[config.mk]
export PLATFORM = sky130hd
export DESIGN_NAME = fft_seq_ctrl_flat
export DESIGN_NICKNAME = d
export VERILOG_FILES = /design/src/rtl/fft_seq_pkg.sv /design/src/rtl/fft_seq_ctrl_if.sv /design/src/rtl/fft_seq_ctrl_bf_index_gen.sv /design/src/rtl/fft_seq_ctrl.sv /design/src/flat_wrapper.sv
export SDC_FILE = /design/constraint.sdc
export NUM_CORES = 1
export LEC_CHECK = 0
export CORE_MARGIN = 3
export CORE_UTILIZATION = 40
export CTS_BUF_LIST = sky130_fd_sc_hd__clkbuf_8 sky130_fd_sc_hd__clkbuf_16
export CTS_CLUSTER_DIAMETER = 60
export DETAILED_ROUTE_END_ITERATION = 16
export RECOVER_POWER = 25
export SLEW_MARGIN = 10
export SYNTH_ARGS = -nofsm -noshare
export SYNTH_HDL_FRONTEND = slang
export SYNTH_SLANG_ARGS = --single-unit
export TNS_END_PERCENT = 20
[constraint.sdc]
create_clock -name clk_i -period 3.8 [get_ports clk_i]
set_input_delay 0.57 -clock clk_i [delete_from_list [all_inputs] [get_ports clk_i]]
set_output_delay 0.57 -clock clk_i [all_outputs]
set_load 0.02 [all_outputs]
[src/rtl/fft_seq_pkg.sv]
// rtl/fft_seq_pkg.sv - shared types and helpers for the FFT frame sequencer
//
// Purpose: sequencer state encoding, RAM write-mux select encoding and the
// bit-reversal helper used for LOAD addressing.
// Ports: none (package).
package fft_seq_pkg;

    typedef enum logic [3:0] {
        S_IDLE,
        S_LOAD,
        S_RD_V,
        S_RD_U,
        S_MUL,
        S_ADD,
        S_WR_U,
        S_WR_V,
        S_DRAIN_RD,
        S_DRAIN_OUT,
        S_DONE
    } seq_state_e;

    typedef enum logic [1:0] {
        WSEL_SMP = 2'd0,
        WSEL_U   = 2'd1,
        WSEL_V   = 2'd2
    } ram_wsel_e;

    // Reverse the low n bits of val. Each pass shifts the next source bit in
    // at the bottom, so after n passes val[0] sits at bit n-1.
    function automatic logic [31:0] bit_reverse(input logic [31:0] val, input int n);
        logic [31:0] r;
        r = '0;
        for (int i = 0; i < 32; i++) begin
            if (i < n) begin
                r = {r[30:0], val[i[4:0]]};
            end
        end
        return r;
    endfunction

endpackage

[src/rtl/fft_seq_ctrl_if.sv]
// rtl/fft_seq_ctrl_if.sv - sample/result handshake bundle of the FFT sequencer
//
// Purpose: groups the input-sample and output-result handshakes.
// Signals: smp_valid_i/smp_ready_o (sample load), res_valid_o/res_ready_i/
// res_last_o (result drain). master = sequencer side, slave = environment side.
interface fft_seq_ctrl_if;

    logic smp_valid_i;
    logic smp_ready_o;
    logic res_valid_o;
    logic res_ready_i;
    logic res_last_o;

    modport master (
        input  smp_valid_i,
        input  res_ready_i,
        output smp_ready_o,
        output res_valid_o,
        output res_last_o
    );

    modport slave (
        output smp_valid_i,
        output res_ready_i,
        input  smp_ready_o,
        input  res_valid_o,
        input  res_last_o
    );

endinterface

[src/rtl/fft_seq_ctrl_bf_index_gen.sv]
// rtl/fft_seq_ctrl_bf_index_gen.sv - stage/group/butterfly counters and u/v/k indices
//
// Purpose: walks every butterfly of a radix-2 DIT FFT, butterfly index fastest,
// then group, then stage, and presents the RAM indices u, v and twiddle index k.
// Ports: clk_i, rst_ni (async active-low), clr (sync clear), adv (step to next
// butterfly); u, v, k, stage, last_bf (last butterfly of stage), last_all
// (last butterfly of the frame).
module fft_bf_index_gen #(
    parameter  int FFT_SIZE = 16,
    localparam int ADDR_W   = $clog2(FFT_SIZE)
) (
    input  logic              clk_i,
    input  logic              rst_ni,
    input  logic              clr,
    input  logic              adv,
    output logic [ADDR_W-1:0] u,
    output logic [ADDR_W-1:0] v,
    output logic [ADDR_W-1:0] k,
    output logic [ADDR_W-1:0] stage,
    output logic              last_bf,
    output logic              last_all
);

    logic [ADDR_W-1:0] s;
    logic [ADDR_W-1:0] g;
    logic [ADDR_W-1:0] b;
    logic [ADDR_W-1:0] half;
    logic [ADDR_W-1:0] b_last;
    logic [ADDR_W-1:0] g_last;

    always_comb begin
        half     = ADDR_W'(1) << s;
        b_last   = half - ADDR_W'(1);
        g_last   = ADDR_W'(FFT_SIZE >> (int'(s) + 1)) - ADDR_W'(1);
        u        = (g << (int'(s) + 1)) + b;
        v        = u + half;
        k        = b << (ADDR_W - 1 - int'(s));
        last_bf  = (b == b_last) && (g == g_last);
        last_all = last_bf && (s == ADDR_W'(ADDR_W - 1));
    end

    assign stage = s;

    always_ff @(posedge clk_i or negedge rst_ni) begin
        if (!rst_ni) begin
            s <= '0;
            g <= '0;
            b <= '0;
        end else if (clr) begin
            s <= '0;
            g <= '0;
            b <= '0;
        end else if (adv) begin
            if (b != b_last) begin
                b <= b + ADDR_W'(1);
            end else begin
                b <= '0;
                if (g != g_last) begin
                    g <= g + ADDR_W'(1);
                end else begin
                    g <= '0;
                    // Counters return to zero after the final butterfly so the
                    // next frame starts clean without an explicit clear.
                    s <= last_all ? '0 : s + ADDR_W'(1);
                end
            end
        end
    end

endmodule

[src/rtl/fft_seq_ctrl.sv]
// rtl/fft_seq_ctrl.sv - LOAD/COMPUTE/DRAIN frame sequencer for an in-place radix-2 FFT
//
// Purpose: owns the shared single-port RAM (1-cycle read latency) and sequences
// bit-reversed sample writes, six-cycle butterflies and natural-order readout.
// Ports: clk_i, rst_ni (async active-low), start_i, abort_i; hs (sample/result
// handshakes); ram_we_o, ram_addr_o, ram_wsel_o (RAM control); tw_addr_o
// (twiddle index); ld_v_o, ld_u_o, ld_bf_o (datapath enables); stage_o,
// busy_o, done_o (status).
module fft_seq_ctrl
    import fft_seq_pkg::*;
#(
    parameter  int FFT_SIZE = 16,
    localparam int ADDR_W   = $clog2(FFT_SIZE)
) (
    input  logic              clk_i,
    input  logic              rst_ni,
    input  logic              start_i,
    input  logic              abort_i,
    fft_seq_ctrl_if.master    hs,
    output logic              ram_we_o,
    output logic [ADDR_W-1:0] ram_addr_o,
    output logic [1:0]        ram_wsel_o,
    output logic [ADDR_W-1:0] tw_addr_o,
    output logic              ld_v_o,
    output logic              ld_u_o,
    output logic              ld_bf_o,
    output logic [ADDR_W-1:0] stage_o,
    output logic              busy_o,
    output logic              done_o
);

    generate
        if (FFT_SIZE < 4 || (FFT_SIZE & (FFT_SIZE - 1)) != 0) begin : g_bad_size
            $error("FFT_SIZE must be a power of 2 and at least 4");
        end
    endgenerate

    localparam logic [ADDR_W-1:0] CNT_LAST = ADDR_W'(FFT_SIZE - 1);

    seq_state_e        state;
    logic [ADDR_W-1:0] cnt;
    logic [ADDR_W-1:0] cnt_rev;
    logic [ADDR_W-1:0] bf_u;
    logic [ADDR_W-1:0] bf_v;
    logic [ADDR_W-1:0] bf_k;
    logic [ADDR_W-1:0] bf_stage;
    logic              stage_end_unused;
    logic              frame_end;
    logic              idx_clr;
    logic              idx_adv;
    ram_wsel_e         wsel;

    assign cnt_rev = ADDR_W'(bit_reverse(32'(cnt), ADDR_W));
    assign idx_clr = abort_i || (state == S_IDLE);
    assign idx_adv = !abort_i && (state == S_WR_V);

    fft_bf_index_gen #(
        .FFT_SIZE (FFT_SIZE)
    ) u_index_gen (
        .clk_i    (clk_i),
        .rst_ni   (rst_ni),
        .clr      (idx_clr),
        .adv      (idx_adv),
        .u        (bf_u),
        .v        (bf_v),
        .k        (bf_k),
        .stage    (bf_stage),
        .last_bf  (stage_end_unused),
        .last_all (frame_end)
    );

    always_ff @(posedge clk_i or negedge rst_ni) begin
        if (!rst_ni) begin
            state <= S_IDLE;
            cnt   <= '0;
        end else if (abort_i) begin
            state <= S_IDLE;
            cnt   <= '0;
        end else begin
            case (state)
                S_IDLE: begin
                    cnt <= '0;
                    if (start_i) state <= S_LOAD;
                end
                S_LOAD: begin
                    if (hs.smp_valid_i) begin
                        if (cnt == CNT_LAST) begin
                            cnt   <= '0;
                            state <= S_RD_V;
                        end else begin
                            cnt <= cnt + ADDR_W'(1);
                        end
                    end
                end
                S_RD_V:  state <= S_RD_U;
                S_RD_U:  state <= S_MUL;
                S_MUL:   state <= S_ADD;
                S_ADD:   state <= S_WR_U;
                S_WR_U:  state <= S_WR_V;
                S_WR_V:  state <= frame_end ? S_DRAIN_RD : S_RD_V;
                S_DRAIN_RD: state <= S_DRAIN_OUT;
                S_DRAIN_OUT: begin
                    if (hs.res_ready_i) begin
                        if (cnt == CNT_LAST) begin
                            cnt   <= '0;
                            state <= S_DONE;
                        end else begin
                            cnt   <= cnt + ADDR_W'(1);
                            state <= S_DRAIN_RD;
                        end
                    end
                end
                S_DONE:  state <= S_IDLE;
                default: state <= S_IDLE;
            endcase
        end
    end

    // Strobes decode straight from the registered state; abort masks every
    // write, load and valid in the same cycle it is raised.
    always_comb begin
        ram_we_o       = 1'b0;
        ram_addr_o     = '0;
        wsel           = WSEL_SMP;
        tw_addr_o      = '0;
        ld_v_o         = 1'b0;
        ld_u_o         = 1'b0;
        ld_bf_o        = 1'b0;
        done_o         = 1'b0;
        hs.smp_ready_o = 1'b0;
        hs.res_valid_o = 1'b0;
        hs.res_last_o  = 1'b0;
        if (!abort_i) begin
            case (state)
                S_LOAD: begin
                    hs.smp_ready_o = 1'b1;
                    ram_we_o       = hs.smp_valid_i;
                    ram_addr_o     = cnt_rev;
                end
                S_RD_V: ram_addr_o = bf_v;
                S_RD_U: begin
                    ram_addr_o = bf_u;
                    tw_addr_o  = bf_k;
                    ld_v_o     = 1'b1;
                end
                S_MUL: ld_u_o = 1'b1;
                S_ADD: ld_bf_o = 1'b1;
                S_WR_U: begin
                    ram_we_o   = 1'b1;
                    ram_addr_o = bf_u;
                    wsel       = WSEL_U;
                end
                S_WR_V: begin
                    ram_we_o   = 1'b1;
                    ram_addr_o = bf_v;
                    wsel       = WSEL_V;
                end
                S_DRAIN_RD: ram_addr_o = cnt;
                S_DRAIN_OUT: begin
                    ram_addr_o     = cnt;
                    hs.res_valid_o = 1'b1;
                    hs.res_last_o  = (cnt == CNT_LAST);
                end
                S_DONE: done_o = 1'b1;
                default: ;
            endcase
        end
    end

    assign ram_wsel_o = wsel;
    assign stage_o    = bf_stage;
    assign busy_o     = (state != S_IDLE);

endmodule

[src/flat_wrapper.sv]
// flat-port wrapper written by rule: the top's interface ports become plain ports
module fft_seq_ctrl_flat import fft_seq_pkg::*;
#(
    parameter  int FFT_SIZE = 16,
    localparam int ADDR_W   = $clog2(FFT_SIZE)
)
  (clk_i, rst_ni, start_i, abort_i, ram_we_o, ram_addr_o, ram_wsel_o, tw_addr_o, ld_v_o, ld_u_o, ld_bf_o, stage_o, busy_o, done_o, hs_smp_valid_i, hs_res_ready_i, hs_smp_ready_o, hs_res_valid_o, hs_res_last_o);
  fft_seq_ctrl_if hs_i ();
  input  logic clk_i;
  input  logic rst_ni;
  input  logic start_i;
  input  logic abort_i;
  output logic ram_we_o;
  output logic [ADDR_W-1:0] ram_addr_o;
  output logic [1:0] ram_wsel_o;
  output logic [ADDR_W-1:0] tw_addr_o;
  output logic ld_v_o;
  output logic ld_u_o;
  output logic ld_bf_o;
  output logic [ADDR_W-1:0] stage_o;
  output logic busy_o;
  output logic done_o;
  input wire logic [$bits(hs_i.smp_valid_i)-1:0] hs_smp_valid_i;
  input wire logic [$bits(hs_i.res_ready_i)-1:0] hs_res_ready_i;
  output wire logic [$bits(hs_i.smp_ready_o)-1:0] hs_smp_ready_o;
  output wire logic [$bits(hs_i.res_valid_o)-1:0] hs_res_valid_o;
  output wire logic [$bits(hs_i.res_last_o)-1:0] hs_res_last_o;
  assign hs_i.smp_valid_i = hs_smp_valid_i;
  assign hs_i.res_ready_i = hs_res_ready_i;
  assign hs_smp_ready_o = hs_i.smp_ready_o;
  assign hs_res_valid_o = hs_i.res_valid_o;
  assign hs_res_last_o = hs_i.res_last_o;
  fft_seq_ctrl #(.FFT_SIZE(FFT_SIZE)) u_core (.clk_i(clk_i), .rst_ni(rst_ni), .start_i(start_i), .abort_i(abort_i), .hs(hs_i), .ram_we_o(ram_we_o), .ram_addr_o(ram_addr_o), .ram_wsel_o(ram_wsel_o), .tw_addr_o(tw_addr_o), .ld_v_o(ld_v_o), .ld_u_o(ld_u_o), .ld_bf_o(ld_bf_o), .stage_o(stage_o), .busy_o(busy_o), .done_o(done_o));
endmodule
* Word level (Yosys, flattened, before mapping)
Cells that the tools add are included.
Widths: inputs -> output; s select.
** Storage, ports and cells
- Word-level logic and storage cells :: 105
- Output and inout bits :: 23
- Input port bits :: 6
- Flip-flop bits (word level) :: 20
** Cells by class
- Shift-type cells :: 4
- Reduce and logical (&&, ||, !) cells :: 17
- Equal/unequal tests :: 22
- Mux-type cells :: 47
- Add/subtract/negate cells :: 10
** Operator list (count)
- $mux 4 :: 25
- $pmux 4 s10 :: 1
- $shl 4x32->4 :: 1
- $shr 5x32->4 const A :: 1
- $add 4x1->4 const B :: 4
- $eq 4x3->1 const B :: 4
- $eq 4x4->1 const B :: 4
- $pmux 4 s4 :: 1
- $mux 1 :: 15
- $eq 4x2->1 const B :: 3
- $pmux 4 s3 :: 1
- $ne 3x3->1 const B :: 3
- $add 4x4->4 :: 2
- $eq 4x4->1 :: 2
- $ne 4x4->1 :: 2
- $reduce_bool 4->1 :: 2
- $reduce_or 2->1 :: 4
- $reduce_and 3->1 :: 2
- $add 4x1->5 const B :: 1
- $shl 4x5->4 :: 1
- $sub 2x4->5 const A :: 1
- $eq 4x1->1 const B :: 1
- $logic_not 4->1 :: 1
- $mux 2 :: 2
- other kinds (13) :: 16

* Longest topological paths before layout
- Depth in word-level cells :: 11
- Depth in mapped cells :: 14
- Depth with buffers taken out :: 14

* Modules after synthesis
A second synthesis with hierarchy kept.
** Unflattened totals
- Cells, all modules :: 255
- Area, all modules :: 2113.3 sq um
** Modules (own cells, without submodules)
- fft_bf_index_gen :: cells an instance 149, instances 1, sequential area each 300.3 sq um, area an instance 1277.5 sq um
- fft_seq_ctrl :: cells an instance 106, instances 1, sequential area each 200.2 sq um, area an instance 835.8 sq um

* Worst setup path after synthesis
No wires, ideal clock.
- Path kind :: reg2out
- Start :: register u_core.u_index_gen.s[2] (netlist: u_core.u_index_gen.stage[2])
- End :: output ram_addr_o[3]
- Path slack :: -127 ps
- Arrival :: 3357 ps
- Buffers on the path :: 1
- Data required time :: 3230 ps
- Cell stages (with the launch flop) :: 14
- Path through :: dfrtp_1 > buf_2 > and2_1 > a21oi_1 > or2_2 > nor3_1 > ha_1 > fa_1 > ha_1 > a21o_1 > a21oi_1 > xnor2_1 > o21ai_0 > o211ai_1
** On the way
- Word-level cells in the longest chain between the ends :: 6
- Elaborated cells between the ends (all ways) :: 7
- Those cells by class :: add/sub: 3; shift: 2; mux: 2
** RTL lines
- start: declaration :: RTL line fft_seq_ctrl_bf_index_gen.sv:24 : logic [ADDR_W-1:0] s;
- start signal: assignment :: RTL line fft_seq_ctrl_bf_index_gen.sv:64 : s <= last_all ? '0 : s + ADDR_W'(1);
- $add 4x1->5 :: RTL line fft_seq_ctrl_bf_index_gen.sv:35 : u = (g << (int'(s) + 1)) + b;
- $shl 4x5->4 :: RTL line fft_seq_ctrl_bf_index_gen.sv:35
- $add 4x4->4 :: RTL line fft_seq_ctrl_bf_index_gen.sv:35
- $add 4x4->4 :: RTL line fft_seq_ctrl_bf_index_gen.sv:36 : v = u + half;
- $pmux 4 s4 (*) :: RTL line fft_seq_ctrl.sv:134 : case (state)
- $mux 4 (*) :: RTL line fft_seq_ctrl.sv:133 : if (!abort_i) begin
- end: declaration :: RTL line flat_wrapper.sv:14 : output logic [ADDR_W-1:0] ram_addr_o;
Mark *: on every way between the ends. The rest lies on a longest branch, timed or not.

* Worst setup path in the final report
- Start :: register u_core.u_index_gen.s[0] (netlist: u_core.u_index_gen.stage[0])
- End :: output ram_addr_o[3]
Same word-level chain as after synthesis.

==> impl_metrics.csv <==
group,metric,value,unit
pwr,ir_worst_vdd,0.329,mV
cts,clkSlewWorstSetupHoldPaths,80,ps
synth,synth_commonest_cells,"40 x nor2_1, 29 x nand2_1, 20 x dfrtp_1, 17 x a21oi_1, 17 x o21ai_0",
die,pin_count,29,
critical_path,crit_type,"flop to output port",
route,vias,2060,
synth,synth.distinct_cells,49,
hold_path,hold_path_class,"flop to flop",
synth,synth_area_leaders,"dfrtp_1 24%, ha_1 7.1%, nor2_1 7.1%",
cts,cts_made_buffers,3,
cts,htreeDepth,1,
synth,synth.most_common_cell,"nor2_1",
cts,clockRootBuffer,"clkbuf_8",
die,die-area,0.00621,mm²
placed_design,dp_hpwl,4190,µm
global_routing,grt_max_degree,21,
die,start_util,43.2,%
pwr,power.leakage,1.12,nW
global_routing,grt_pass1_wl,9400,µm
critical_path,worstSetupEndpointType,"output port",
critical_path,r2r_cells,11,
layout,fin_cells,382,
timing,slew_headroom,32.0,%
route,wire_per_inst,14.8,µm
layout,final_nets,336,
timing,fmax,264,MHz
synth,ys_ff_latch,20,
synth,synth_flop_cell,"dfrtp_1",
route,postRouteAntennaNets,0,
layout,drive_above_1_share,20.6,%
synth,syn_avg_cell_area,7.72,µm²
timing,tns,0,ps
timing,hold-worst-slack,605,ps
synth,seq_area_frac_synth,23.6,%
critical_path,worst-path-max-fanout,3,
synth,synth.largest_area_cell,"dfrtp_1",
synth,synth-edff-count,0,
cts,clockBufferDepth,2,
route,via_per_inst,5.39,
route,first_pass_iters,4,
cts,cts_tree,"done",
timing,tightest_slew,1020,ps
die,std_cell_rows,25,
critical_path,startpoint_type,"flop",
timing,skew,4.81,ps
global_routing,antenna_found_initial,0,
layout,antenna_cells,0,
placed_design,place_congestion,0.788,
cts,numClockSinks,20,
placed_design,placed_cells,372,
synth,synth-async-reset-ratio,100,%
timing,drv_slew,0,
cts,holdBufCountCts,0,
die,die_h,78.8,µm
run_status,status,"finished clean",
synth,syn_area,0.00212,mm²
timing,setup_violations,0,
synth,synth_top_area_share,23.6,%
critical_path,crit_arrival,3210,ps
die,core_area,0.00491,mm²
global_routing,grt_pass1_vias,1954,
synth,ys_warn_count,0,
global_routing,grt_overflow,0,
die,die_w,78.8,µm
pwr,p_per_area,481,mW/mm²
route,drc_errors,0,
hold_path,holdPathStages,2,
global_routing,track_usage,18.6,%
critical_path,required,3230,ps
timing,post-route-min-period,3780,ps
route,wirelength,5640,µm
run,drv_cap,0,
layout,area_growth,29.0,%
placed_design,numPortBuffers,28,
timing,grt_setup_unrepaired,"yes",
timing,fin_crit_sh,99.6,%
synth,synth_nets,295,
route,drt-initial-drc-count,78,
timing,hold_viol_final,0,
cts,clock_latency,260,ps
synth,netlist_instances,275,
## where the power goes
group          switching [W]  internal [W]  leakage, nW
registers          0.0000369      0.000235        0.275
clock network      0.0000782      0.000141       0.0357
logic               0.000469      0.000357        0.813
total               0.000584      0.000733         1.12
## through the flow
step,util (%),setup slack (ps),power [W],cell area [µm²]
after floorplan,-,10.5,0.000830,2120
after global placement,51.8,-285,0.00102,2550
after detailed placement,51.8,-385,0.00103,2550
after CTS,54.0,-23.9,0.00126,2650
after global routing,55.7,-146,0.00142,2740
final,55.7,15.5,0.00132,2740
## metal layers
metal  share of wire, %  up-vias  track usage (%)
li1                   -     1043                -
met1                 50      976             27.6
met2                 45       39             29.5
met3                4.0        2             2.38
met4               0.43        0             3.09
met5                  0        -                0
## final timing paths
kind,start,endpoint,slack (ps)
setup / recovery,u_core.u_index_gen.stage[0],ram_addr_o[3],20
hold / removal,u_core.u_index_gen.g[3],u_core.u_index_gen.g[3],610
setup reg to reg,u_core.u_index_gen.stage[1],u_core.u_index_gen.stage[0],560
hold reg to reg,u_core.u_index_gen.g[3],u_core.u_index_gen.g[3],610
max in group asynchronous,rst_ni,u_core.u_index_gen.stage[2],2200
min in group asynchronous,rst_ni,u_core.u_index_gen.stage[3],920
## worst max-delay path, cell delays in order (launching register included)
cell	delay [ps]
dfrtp_1	420
buf_4	150
buf_4	140
nand2_2	70
a21oi_2	50
or2_4	240
nor3_2	110
ha_2	210
fa_2	480
ha_4	230
a21o_1	160
a21oi_2	120
xnor2_1	140
o21ai_1	100
o211ai_1	180
buf_4	170
## timing repair
item                                    in CTS  in global routing
gates resized for setup                     22                 11
endpoints found under the setup margin       4                  4
hold endpoints to repair                     0                  0
buffers inserted                             2                  4
pin swaps                                    8                  9
## cell usage in the layout (no fill, tap or decap), types with 4 or more instances in the layout
cell type,n
buf_4,26
nand3_1,12
dfrtp_1,19
ha_1,9
mux2i_1,4
o21ai_1,4
a31oi_1,5
mux2_2,4
nand2b_1,7
nand2_1,28
clkdlybuf4s50_1,22
inv_1,12
nor2_1,40
a21oi_1,15
nor3_1,6
xor2_1,5
o21ai_0,16
xnor2_1,10
## flip-flops by register name, summed over array words and instances, names as in the netlist
name and flops:
u_core.u_index_gen.b 4, u_core.cnt 4, u_core.u_index_gen.g 4, u_core.state 4, u_core.u_index_gen.stage 4
## logic make-up (layout without fill, tap and decap cells)
logic type / after synthesis / count (layout) / share of synthesized area [%]
and+or+nand+nor: 122 / 122 / 30.9
AOI/OAI and AO/OA: 65 / 65 / 19.4
muxes: 9 / 9 / 4.48
DFF: 20 / 20 / 23.6
adders and majority gates: 14 / 14 / 8.96
buffers and inverters: 29 / 69 / 6.07
xor gates and xnor gates: 16 / 16 / 6.60
## final cells by class
type | count | area, µm²
Sequential cell | 20 | 502
Multi-Input combinational cell | 226 | 1570
Tap cell | 67 | 83.8
Timing Repair Buffer | 53 | 468
Fill cell | 476 | 2170
Inverter | 12 | 45.0
Clock buffer | 3 | 41.3
Clock inverter | 1 | 30.0
Note: power is estimated with default switching activity, not from simulation.
